File: src/rtl/rv32_mc_pkg.sv
// ============================================================================
// Module      : rv32_mc_pkg
// Description : Shared opcodes, funct3 codes, ALU ops and FSM states for the
//               multi-cycle RV32I core.
// Revision    : 1.0 - initial release
// ============================================================================
`default_nettype none

package rv32_mc_pkg;

    localparam logic [6:0] OPC_LUI    = 7'b0110111;
    localparam logic [6:0] OPC_AUIPC  = 7'b0010111;
    localparam logic [6:0] OPC_JAL    = 7'b1101111;
    localparam logic [6:0] OPC_JALR   = 7'b1100111;
    localparam logic [6:0] OPC_BRANCH = 7'b1100011;
    localparam logic [6:0] OPC_LOAD   = 7'b0000011;
    localparam logic [6:0] OPC_STORE  = 7'b0100011;
    localparam logic [6:0] OPC_OPIMM  = 7'b0010011;
    localparam logic [6:0] OPC_OP     = 7'b0110011;

    localparam logic [2:0] F3_BEQ  = 3'b000;
    localparam logic [2:0] F3_BNE  = 3'b001;
    localparam logic [2:0] F3_BLT  = 3'b100;
    localparam logic [2:0] F3_BGE  = 3'b101;
    localparam logic [2:0] F3_BLTU = 3'b110;
    localparam logic [2:0] F3_BGEU = 3'b111;

    localparam logic [2:0] F3_LB  = 3'b000;
    localparam logic [2:0] F3_LH  = 3'b001;
    localparam logic [2:0] F3_LW  = 3'b010;
    localparam logic [2:0] F3_LBU = 3'b100;
    localparam logic [2:0] F3_LHU = 3'b101;

    localparam logic [2:0] F3_SB = 3'b000;
    localparam logic [2:0] F3_SH = 3'b001;
    localparam logic [2:0] F3_SW = 3'b010;

    typedef enum logic [3:0] {
        ALU_ADD, ALU_SUB, ALU_SLL, ALU_SLT, ALU_SLTU,
        ALU_XOR, ALU_SRL, ALU_SRA, ALU_OR, ALU_AND
    } alu_op_e;

    typedef enum logic [2:0] {
        S_FETCH, S_DECODE, S_EXECUTE, S_MEM, S_WB, S_TRAP
    } state_e;

    // alt selects SUB for funct3 000 and SRA for funct3 101
    function automatic alu_op_e alu_op_decode(input logic [2:0] f3, input logic alt);
        alu_op_e op;
        case (f3)
            3'b000:  op = alt ? ALU_SUB : ALU_ADD;
            3'b001:  op = ALU_SLL;
            3'b010:  op = ALU_SLT;
            3'b011:  op = ALU_SLTU;
            3'b100:  op = ALU_XOR;
            3'b101:  op = alt ? ALU_SRA : ALU_SRL;
            3'b110:  op = ALU_OR;
            default: op = ALU_AND;
        endcase
        return op;
    endfunction

endpackage

`default_nettype wire

File: src/rtl/rv32_mc_alu.sv
// ============================================================================
// Module      : rv32_mc_alu
// Description : Combinational RV32I ALU plus independent branch comparator.
// Revision    : 1.0 - initial release
// ============================================================================
`default_nettype none

module rv32_mc_alu
    import rv32_mc_pkg::*;
(
    input  logic [31:0] a,
    input  logic [31:0] b,
    input  alu_op_e     op,
    input  logic [31:0] cmp_a,
    input  logic [31:0] cmp_b,
    input  logic [2:0]  br_funct3,
    output logic [31:0] result,
    output logic        br_taken
);

    always_comb begin
        result = '0;
        case (op)
            ALU_ADD:  result = a + b;
            ALU_SUB:  result = a - b;
            ALU_SLL:  result = a << b[4:0];
            ALU_SLT:  result = {31'b0, $signed(a) < $signed(b)};
            ALU_SLTU: result = {31'b0, a < b};
            ALU_XOR:  result = a ^ b;
            ALU_SRL:  result = a >> b[4:0];
            ALU_SRA:  result = 32'($signed(a) >>> b[4:0]);
            ALU_OR:   result = a | b;
            ALU_AND:  result = a & b;
            default:  result = '0;
        endcase
    end

    always_comb begin
        br_taken = 1'b0;
        case (br_funct3)
            F3_BEQ:  br_taken = (cmp_a == cmp_b);
            F3_BNE:  br_taken = (cmp_a != cmp_b);
            F3_BLT:  br_taken = ($signed(cmp_a) < $signed(cmp_b));
            F3_BGE:  br_taken = ($signed(cmp_a) >= $signed(cmp_b));
            F3_BLTU: br_taken = (cmp_a < cmp_b);
            F3_BGEU: br_taken = (cmp_a >= cmp_b);
            default: br_taken = 1'b0;
        endcase
    end

endmodule

`default_nettype wire

File: src/rtl/rv32_multicycle_core.sv
// ============================================================================
// Module      : rv32_multicycle_core
// Description : Multi-cycle RV32I/RV32E core with handshaked data bus and trap.
// Revision    : 1.0 - initial release
// ============================================================================
`default_nettype none

module rv32_multicycle_core
    import rv32_mc_pkg::*;
#(
    parameter int          NUM_REGS = 32,
    parameter logic [31:0] RESET_PC = 32'h0000_0000
) (
    input  logic        clk,
    input  logic        reset,
    output logic [31:0] instrMemAddr,
    input  logic [31:0] instrCode,
    output logic        busReq,
    output logic        busWe,
    output logic [31:0] busAddr,
    output logic [31:0] busWData,
    output logic [3:0]  busBe,
    input  logic [31:0] busRData,
    input  logic        busReady,
    output logic        illegalInstr
);

    localparam int          RIDX_W = $clog2(NUM_REGS);
    localparam logic [5:0]  NREGS6 = 6'(NUM_REGS);

    state_e      state;
    logic [31:0] pc, ir, op_a, op_b, imm, alu_out, mdr;
    logic [31:0] rf [NUM_REGS];

    logic [6:0]  opcode, f7;
    logic [4:0]  rd, rs1, rs2;
    logic [2:0]  f3;
    assign opcode = ir[6:0];
    assign rd     = ir[11:7];
    assign f3     = ir[14:12];
    assign rs1    = ir[19:15];
    assign rs2    = ir[24:20];
    assign f7     = ir[31:25];

    assign instrMemAddr = pc;

    logic        legal, use_rs1, use_rs2, use_rd, bad_reg;
    logic [31:0] imm_dec, rs1_val, rs2_val;

    always_comb begin
        legal = 1'b0; use_rs1 = 1'b0; use_rs2 = 1'b0; use_rd = 1'b0; imm_dec = '0;
        case (opcode)
            OPC_OP: begin
                legal = (f7 == 7'h00) || (f7 == 7'h20 && (f3 == 3'b000 || f3 == 3'b101));
                use_rs1 = 1'b1; use_rs2 = 1'b1; use_rd = 1'b1;
            end
            OPC_OPIMM: begin
                legal = (f3 == 3'b001) ? (f7 == 7'h00) :
                        (f3 == 3'b101) ? (f7 == 7'h00 || f7 == 7'h20) : 1'b1;
                use_rs1 = 1'b1; use_rd = 1'b1;
                imm_dec = {{20{ir[31]}}, ir[31:20]};
            end
            OPC_LOAD: begin
                legal = (f3 == F3_LB) || (f3 == F3_LH) || (f3 == F3_LW) ||
                        (f3 == F3_LBU) || (f3 == F3_LHU);
                use_rs1 = 1'b1; use_rd = 1'b1;
                imm_dec = {{20{ir[31]}}, ir[31:20]};
            end
            OPC_STORE: begin
                legal = (f3 == F3_SB) || (f3 == F3_SH) || (f3 == F3_SW);
                use_rs1 = 1'b1; use_rs2 = 1'b1;
                imm_dec = {{20{ir[31]}}, ir[31:25], ir[11:7]};
            end
            OPC_BRANCH: begin
                legal = (f3 != 3'b010) && (f3 != 3'b011);
                use_rs1 = 1'b1; use_rs2 = 1'b1;
                imm_dec = {{19{ir[31]}}, ir[31], ir[7], ir[30:25], ir[11:8], 1'b0};
            end
            OPC_JALR: begin
                legal = (f3 == 3'b000);
                use_rs1 = 1'b1; use_rd = 1'b1;
                imm_dec = {{20{ir[31]}}, ir[31:20]};
            end
            OPC_JAL: begin
                legal = 1'b1; use_rd = 1'b1;
                imm_dec = {{11{ir[31]}}, ir[31], ir[19:12], ir[20], ir[30:21], 1'b0};
            end
            OPC_LUI, OPC_AUIPC: begin
                legal = 1'b1; use_rd = 1'b1;
                imm_dec = {ir[31:12], 12'b0};
            end
            default: ;
        endcase
    end

    // Index check keeps RV32E from touching x16..x31 that do not exist
    assign bad_reg = (use_rs1 && {1'b0, rs1} >= NREGS6) ||
                     (use_rs2 && {1'b0, rs2} >= NREGS6) ||
                     (use_rd  && {1'b0, rd}  >= NREGS6);

    assign rs1_val = (rs1 == 5'd0) ? 32'd0 : rf[rs1[RIDX_W-1:0]];
    assign rs2_val = (rs2 == 5'd0) ? 32'd0 : rf[rs2[RIDX_W-1:0]];

    logic [31:0] alu_a, alu_b, alu_res, jump_target, store_data, lane, load_val, wb_val;
    alu_op_e     alu_op;
    logic        br_taken, is_jump, misaligned;
    logic [3:0]  be_calc;

    always_comb begin
        alu_a = op_a; alu_b = imm; alu_op = ALU_ADD;
        case (opcode)
            OPC_OP: begin
                alu_b  = op_b;
                alu_op = alu_op_decode(f3, f7[5]);
            end
            OPC_OPIMM:                     alu_op = alu_op_decode(f3, f3 == 3'b101 && f7[5]);
            OPC_LUI:                       alu_a  = '0;
            OPC_AUIPC, OPC_JAL, OPC_BRANCH: alu_a = pc;
            default: ;
        endcase
    end

    rv32_mc_alu u_alu (
        .a         (alu_a),
        .b         (alu_b),
        .op        (alu_op),
        .cmp_a     (op_a),
        .cmp_b     (op_b),
        .br_funct3 (f3),
        .result    (alu_res),
        .br_taken  (br_taken)
    );

    assign is_jump     = (opcode == OPC_JAL) || (opcode == OPC_JALR);
    assign jump_target = (opcode == OPC_JALR) ? {alu_res[31:1], 1'b0} : alu_res;
    assign misaligned  = (f3[1:0] == 2'b01 && alu_res[0]) ||
                         (f3[1:0] == 2'b10 && alu_res[1:0] != 2'b00);

    always_comb begin
        case (f3[1:0])
            2'b00:   begin be_calc = 4'b0001 << alu_res[1:0]; store_data = {4{op_b[7:0]}};  end
            2'b01:   begin be_calc = 4'b0011 << alu_res[1:0]; store_data = {2{op_b[15:0]}}; end
            default: begin be_calc = 4'b1111;                 store_data = op_b;            end
        endcase
    end

    assign lane = busRData >> {busAddr[1:0], 3'b000};
    always_comb begin
        case (f3)
            F3_LB:   load_val = {{24{lane[7]}}, lane[7:0]};
            F3_LH:   load_val = {{16{lane[15]}}, lane[15:0]};
            F3_LBU:  load_val = {24'b0, lane[7:0]};
            F3_LHU:  load_val = {16'b0, lane[15:0]};
            default: load_val = busRData;
        endcase
    end

    assign wb_val = (opcode == OPC_LOAD) ? mdr : is_jump ? pc + 32'd4 : alu_out;

    always_ff @(posedge clk or posedge reset) begin
        if (reset) begin
            state <= S_FETCH;
            pc <= RESET_PC;
            ir <= '0; op_a <= '0; op_b <= '0; imm <= '0; alu_out <= '0; mdr <= '0;
            busReq <= 1'b0; busWe <= 1'b0; busAddr <= '0; busWData <= '0; busBe <= '0;
            illegalInstr <= 1'b0;
        end else begin
            case (state)
                S_FETCH: begin
                    ir    <= instrCode;
                    state <= S_DECODE;
                end
                S_DECODE: begin
                    op_a <= rs1_val;
                    op_b <= rs2_val;
                    imm  <= imm_dec;
                    if (!legal || bad_reg) begin
                        state <= S_TRAP;
                        illegalInstr <= 1'b1;
                    end else begin
                        state <= S_EXECUTE;
                    end
                end
                S_EXECUTE: begin
                    alu_out <= is_jump ? jump_target : alu_res;
                    if (opcode == OPC_BRANCH) begin
                        pc    <= br_taken ? alu_res : pc + 32'd4;
                        state <= S_FETCH;
                    end else if (opcode == OPC_LOAD || opcode == OPC_STORE) begin
                        if (misaligned) begin
                            state <= S_TRAP;
                            illegalInstr <= 1'b1;
                        end else begin
                            busReq   <= 1'b1;
                            busWe    <= (opcode == OPC_STORE);
                            busAddr  <= alu_res;
                            busBe    <= be_calc;
                            busWData <= store_data;
                            state    <= S_MEM;
                        end
                    end else if (is_jump && jump_target[1]) begin
                        state <= S_TRAP;
                        illegalInstr <= 1'b1;
                    end else begin
                        state <= S_WB;
                    end
                end
                S_MEM: begin
                    if (busReady) begin
                        busReq <= 1'b0;
                        busWe  <= 1'b0;
                        if (busWe) begin
                            pc    <= pc + 32'd4;
                            state <= S_FETCH;
                        end else begin
                            mdr   <= load_val;
                            state <= S_WB;
                        end
                    end
                end
                S_WB: begin
                    pc    <= is_jump ? alu_out : pc + 32'd4;
                    state <= S_FETCH;
                end
                S_TRAP: ;
                default: begin
                    state <= S_TRAP;
                    illegalInstr <= 1'b1;
                end
            endcase
        end
    end

    // Register file is deliberately left without reset
    always_ff @(posedge clk) begin
        if (state == S_WB && rd != 5'd0)
            rf[rd[RIDX_W-1:0]] <= wb_val;
    end

endmodule

`default_nettype wire

File: config.mk
export PLATFORM = sky130hd
export DESIGN_NAME = rv32_multicycle_core
export DESIGN_NICKNAME = d
export VERILOG_FILES = /design/src/rtl/rv32_mc_pkg.sv /design/src/rtl/rv32_mc_alu.sv /design/src/rtl/rv32_multicycle_core.sv
export SDC_FILE = /design/constraint.sdc
export NUM_CORES = 2
export LEC_CHECK = 0
export BUFFER_PORTS_ARGS = -buffer_cell sky130_fd_sc_hd__buf_2
export CORE_ASPECT_RATIO = 0.8
export CORE_MARGIN = 5
export CORE_UTILIZATION = 50
export DETAILED_ROUTE_END_ITERATION = 6
export GPL_TIMING_DRIVEN = 1
export PLACE_DENSITY = 0.66
export SETUP_SLACK_MARGIN = 0.2
export SLEW_MARGIN = 40
export SYNTH_ARGS = -nofsm -noshare
export SYNTH_HDL_FRONTEND = slang
export SYNTH_SLANG_ARGS = --single-unit
File: constraint.sdc
create_clock -name clk -period 11.8 [get_ports clk]
set_input_delay 0.59 -clock clk [delete_from_list [all_inputs] [get_ports clk]]
set_output_delay 0.59 -clock clk [all_outputs]
set_load 0.05 [all_outputs]
* Word-level counts from Yosys, hierarchy flattened
Memory sizes are Yosys's and may differ from the RTL's.
Cells that the tools add are included.
** Word-level totals
- Memories kept :: 1
- Bits in writable memories :: 1024
- Register bits after elaboration :: 298
** Operators by class
- Order comparisons :: 6
- Add/sub/neg operators :: 3
- Shifts and indexed selects :: 6
- Bitwise gates (word level) :: 8
- Eq/ne operators :: 46
- Multiplexer cells :: 55
- Reductions and logical operators :: 39
** Memory list
- rf :: depth 32, width 32, read ports 2, clocked after Yosys merged registers in 0, wr ports 1, line rv32_multicycle_core.sv:33 : logic [31:0] rf [NUM_REGS];
** Operators with widths (number)
- 2-to-1 mux 32 bit :: 10
- case mux 32 bit (10 select lines) :: 1
- case mux 32 bit (5 select lines) :: 1
- < comparator 32 bit :: 4
- case mux 32 bit (2 select lines) :: 2
- case mux 32 bit (4 select lines) :: 1
- case mux 32 bit (3 select lines) :: 1
- greater-or-equal comparator 32 bit :: 2
- case mux 4 bit (7 select lines) :: 2
- adder 32 x 3 -> 32 bit, second input constant :: 1
- adder 32 bit :: 1
- bitwise AND 32 bit :: 1
- equality test 32 bit :: 1
- inequality test 32 bit :: 1
- OR 32 bit :: 1
- left shift 32 x 5 -> 32 bit :: 1
- right shift 32 x 5 -> 16 bit :: 1
- right shift 32 x 5 -> 32 bit :: 1
- >>> shifter 32 x 5 -> 32 bit :: 1
- subtractor 32 bit :: 1
- bitwise XOR 32 bit :: 1
- equality test 7 x 6 -> 1 bit, second input constant :: 4
- 2-to-1 mux 1 bit :: 23
- equality test 7 bit, second input constant :: 3
- other kinds (41) :: 97

* Depth between registers and ports, before layout
- Word-level depth :: 14
- Gate-level depth with buffers :: 24
- Depth with buffers taken out :: 19

* Hierarchy
From an unflattened synthesis, not the netlist that was laid out.
** Second synthesis, totals
- Cells, all modules :: 5330
- Area, all modules :: 71464.8 um^2
** By module, submodules not included
- rv32_multicycle_core :: sequential area each 38206.6 um^2, cells each 4033, times used 1, area each 62358.6 um^2
- rv32_mc_alu :: sequential area each 0.0 um^2, cells each 1297, times used 1, area each 9106.2 um^2

* Worst setup path before layout
OpenSTA, ideal clock, no wires.
- Kind :: register to register
- Start point :: reg ir[3]
- End point :: reg busBe[3]
- Setup slack :: 6.595 ns
- Path buffers :: 8
- Setup time :: 0.128 ns
- Cell stages (with the launch flop) :: 24
- Clock period less this slack :: 5.205 ns
- Data required time :: 11.672 ns
- Arrival :: 5.078 ns
- Cell sequence :: dfrtp_1 > buf_2 > and4b_1 > buf_4 > nand2_2 > o21ai_2 > buf_2 > buf_2 > buf_4 > buf_2 > buf_1 > ha_1 > nand3b_1 > a211o_1 > a31oi_2 > a211oi_1 > nor3_1 > o31ai_1 > a21oi_1 > nand4_4 > o21ai_2 > nand4_4 > buf_6 > mux2_1
** Between the ends
- Longest elaborated chain between the ends :: 10
- Elaborated cells between the ends (all ways) :: 44
- Classes of those cells :: add/sub: 2; order compare: 2; eq/ne: 17; shift: 5; mux: 5; bitwise: 5; reduce/logical: 8
** RTL lines
- start, declared :: line rv32_multicycle_core.sv:32 : logic [31:0] pc, ir, op_a, op_b, imm, alu_out, mdr;
- start signal, assigned :: line rv32_multicycle_core.sv:170 : ir <= instrCode;
- equality test 7 bit, or another cell as far along :: line rv32_multicycle_core.sv:111 : case (opcode)
- OR reduction 3 bit :: line rv32_multicycle_core.sv:111
- case mux 32 bit (2 select lines) :: line rv32_multicycle_core.sv:111
- subtractor 32 bit, or another cell as far along :: line rv32_mc_alu.sv:25 : ALU_SUB: result = a - b;
- case mux 32 bit (10 select lines) :: line rv32_mc_alu.sv:23 : case (op)
- nonzero test 2 bit :: line rv32_multicycle_core.sv:137 : (f3[1:0] == 2'b10 && alu_res[1:0] != 2'b00);
- logical AND 1 bit :: line rv32_multicycle_core.sv:137
- logical OR 1 bit :: line rv32_multicycle_core.sv:136 : assign misaligned = (f3[1:0] == 2'b01 && alu_res[0]) ||
- inverter 1 bit (no source line)
- AND reduction 4 bit (no source line)
- end signal, assigned :: line rv32_multicycle_core.sv:197 : busBe <= be_calc;
- end, declared :: line rv32_multicycle_core.sv:22 : output logic [3:0] busBe,
Parallel ways exist; a longest one is shown, timed or not.
A chain may end at the register's enable or synchronous reset.

* Worst setup path in the final report
- Start point :: reg ir[2]
- End point :: reg busWData[20]
** Between the ends
- Longest elaborated chain between the ends :: 10
- Elaborated cells between the ends (all ways) :: 41
- Classes of those cells :: add/sub: 2; order compare: 2; eq/ne: 17; shift: 3; mux: 4; bitwise: 5; reduce/logical: 8
** RTL lines
- equality test 7 bit, or another cell as far along :: line rv32_multicycle_core.sv:111
- OR reduction 3 bit :: line rv32_multicycle_core.sv:111
- case mux 32 bit (2 select lines) :: line rv32_multicycle_core.sv:111
- subtractor 32 bit, or another cell as far along :: line rv32_mc_alu.sv:25
- case mux 32 bit (10 select lines) :: line rv32_mc_alu.sv:23
- nonzero test 2 bit :: line rv32_multicycle_core.sv:137
- logical AND 1 bit :: line rv32_multicycle_core.sv:137
- logical OR 1 bit :: line rv32_multicycle_core.sv:136
- inverter 1 bit (no source line)
- AND reduction 4 bit (no source line) (*)
- end signal, assigned :: line rv32_multicycle_core.sv:198 : busWData <= store_data;
- end, declared :: line rv32_multicycle_core.sv:21 : output logic [31:0] busWData,
Mark *: on every way between the ends. The rest lies on a longest branch, timed or not.

==> flow_summary.toml <==
[timing]
clock_skew_ns = 0.0523
fmax_mhz = 128
holdWs_ns = 0.0599
report.final.slew_viol_count = 0
min_period_ns = 7.80
relSlewSlack_pct = 29.0
min_period_over_period_pct = 66.1
fin_tns_setup_ns = 0
setup_viol = 0
worst_pin_slew_ns = 1.06
hold_violations = 0
rsz0062_at_grt = "no"

[cts]
cts_max_level = 4
ctsRootBufferMaster = "clkbuf_16"
cts_buffer_depth = 3
ctsResizeCount = 0
numClockSinks = 1322
cts_made_buffers = 135
tritoncts = "done"
clk_latency_ns = 0.80
clk_pin_slew_ns = 0.08

[worst_setup_path]
crit_arrival_ns = 8.46
crit_path_cell_trace = "nor2b_1 > nand2_2 > o21ai_2 > buf_4 > a22o_1 > ha_1 > or3_1 > a211o_1 > a31oi_2 > a211oi_1 > nor3_1 > o31ai_1 > a21oi_1 > nand4_4 > o21ai_2 > nand4_4 > buf_12 > buf_4 > mux2_4"
crit_buf_inv = 3
reg2reg_to = "busWData[20]"
cp_slowest_cell = "dfrtp_1"
crit_path_end_kind = "flop"
crit_type = "reg -> reg"
critPathMaxStageDelay_ns = 0.81
r2r_setup_slack_ns = 4.00
path_max_fanout = 33
rr_worst_depth = 19
r2r-start = "ir[2]"
startpoint_type = "flop"
crit_family = "simple AND/OR/NAND/NOR gates"
cp.required_ns = 12.46

[layout]
syn_to_final_growth_pct = 12.5
drive_gt1_share_pct = 26.0
final_nets = 5654
stdcell_count = 7459
design_area_um2 = 81300
finish.utilization_pct = 56.8

[floorplanning]
die_area_um2 = 152000
dieWidth_um = 435
std_cell_rows = 124
die_h_um = 350
core_area_um2 = 143000
io_pins = 170
start_util_pct = 50.5

[power_and_ir_drop]
p_leak_nw = 24.5
p_sw_share_pct = 21.0
pwr_density_cell_nw_per_um2 = 115
switchingPower_w = 0.00196
power_frac_comb_pct = 0.9
seqPwrFrac_pct = 53.2
ir_drop_mv = 0.132
cell_internal_pwr_w = 0.00738
pwr-share-clk_pct = 45.9

[detailed_routing]
drc = 0
met3_length_um = 45600
drtPass1Iterations = 6
initialDrtViolationCount = 9098
highest_layer = "met5"
ant_nets = 0
wire_per_inst_um = 39.2
via_per_inst = 7.25
num_vias = 54000
wirelength_met1_um = 116000
met2WireLength_um = 118000
drt_wl_total_um = 292000

[placement]
dpl_cell_area_um2 = 76700
hpwl_um = 199000
gp_congestion = 1.11
dp_cells = 7191
port-buffer-count = 169

[global_route]
track_usage_pct = 37.7
grt_first_pass_wirelength_um = 404000
antenna_found_initial = 17
gr-total-overflow = 0
grt_pass1_vias = 51300
grt_max_degree = 124

[yosys]
yosysMostFrequentCell = "edfxtp_1"
synth_edf_count = 1024
synth_top_area_cell = "edfxtp_1"
synth_top_area_share_pct = 42.6
synthTopCellsByCount = "1024 x edfxtp_1, 572 x mux4_2, 385 x nand2_1, 320 x o21ai_0, 298 x dfrtp_1"
synthArstFlopShare_pct = 22.5
synth.avg_cell_area_um2 = 13.6
ys_ff_latch = 1322
ys_seq_area_share_pct = 52.9
synth_cells = 5309
ys.warnings.count = 0
synth_area_um2 = 72300
synth_ff_type = "edfxtp_1"
synth.area.top_cells = "edfxtp_1 43%, mux4_2 18%, dfrtp_1 10%"
synth_cell_types = 105

[worst_hold_path]
min_path_type = "in -> reg"
worstHoldPathCells = 2
min_from = "instrCode[15]"
min_to = "ir[15]"

[flow_run]
maxCapViolCount = 0

[status]
outcome = "complete, no violations"
-- per-layer routing --
metal | GRT usage [%] | vias to the layer above
met3 | 15.8 | 603
met5 | 0 | -
met1 | 54.4 | 27900
met2 | 51.1 | 4053
li1 | - | 21500
met4 | 13.9 | 8
-- flip-flops by register name (all words and copies together), names as in the netlist --
signal,count
alu_out,32
busAddr,32
busBe,4
busReq,1
busWData,32
busWe,1
illegalInstr,1
imm,32
instrMemAddr,32
ir,32
mdr,32
op_a,32
op_b,32
rf,1024
state,3
-- timing repair --
| item | 4_1_cts | 5_1_grt |
|---|---|---|
| setup buffers | 0 | 0 |
| endpoints found under the hold margin | 81 | 0 |
| hold buffers | 13 | 0 |
-- cells in the final DEF, fill, tap and decap left out, types with 76 or more instances in the layout --
master	netlist	layout
mux2i_1	192	191
o22ai_1	90	87
clkbuf_16	0	139
edfxtp_1	1024	1024
dfrtp_1	298	286
mux4_2	572	572
nor2_1	285	247
a21oi_1	290	286
buf_2	36	169
nand3_1	104	101
o21ai_0	320	280
o211ai_1	76	76
buf_4	14	166
ha_1	130	130
inv_1	162	161
nand2_1	385	382
-- power groups by stage --
stage          registers (W)  logic (W)  clock network (W)
2_1_floorplan        0.00506  0.0000369                  0
3_3_place_gp         0.00506  0.0000768                  0
3_5_place_dp         0.00506  0.0000776                  0
4_1_cts              0.00497  0.0000815            0.00433
5_1_grt              0.00496  0.0000881            0.00453
6_report             0.00497  0.0000814            0.00429
-- cell families (layout without fill, tap and decap cells) --
group                    after synthesis  after routing  synth area share (%)
AO/OA/AOI/OAI                       1299           1299                  11.8
XOR/XNOR                              39             39                 0.473
adder cells (fa/ha/maj)              132            132                  2.31
buffers and inverters                592            815                  3.37
flip-flops                          1322           1322                  52.9
multiplexers                         878            878                  22.5
other                                  1             38               0.00519
AND/OR/NAND/NOR                     1046           1046                  6.67
-- metrics by stage --
stage               worst slack [ns]  total power (W)
floorplan                       2.98          0.00510
global placement                4.02          0.00514
detailed placement              4.42          0.00514
CTS                             4.39          0.00938
global route                    3.88          0.00958
finish                          4.00          0.00933
-- how the worst max path moves through the flow --
stage / start / end / slack, ns / cells past startpoint
after floorplan: reset / alu_out[0] / 2.98 / 1
after detailed placement: ir[2] / busWData[15] / 4.42 / 19
after global routing: ir[2] / busWData[3] / 3.88 / 19
final: ir[2] / busWData[20] / 4.00 / 19
after CTS: ir[2] / busWData[20] / 4.39 / 19
after global placement: ir[2] / busWData[15] / 4.02 / 18
-- final cells by class --
class                      count  area (um2)
clock inverter                70         691
multi-input combinational   3426       32600
tap                         1890        2360
timing repair buffer         402        3130
inverter                     168         638
clock buffer                 175        3650
fill                       11400       61900
antenna                        6        15.0
sequential                  1322       38200
No activity file was read; power rests on OpenSTA's default activity.
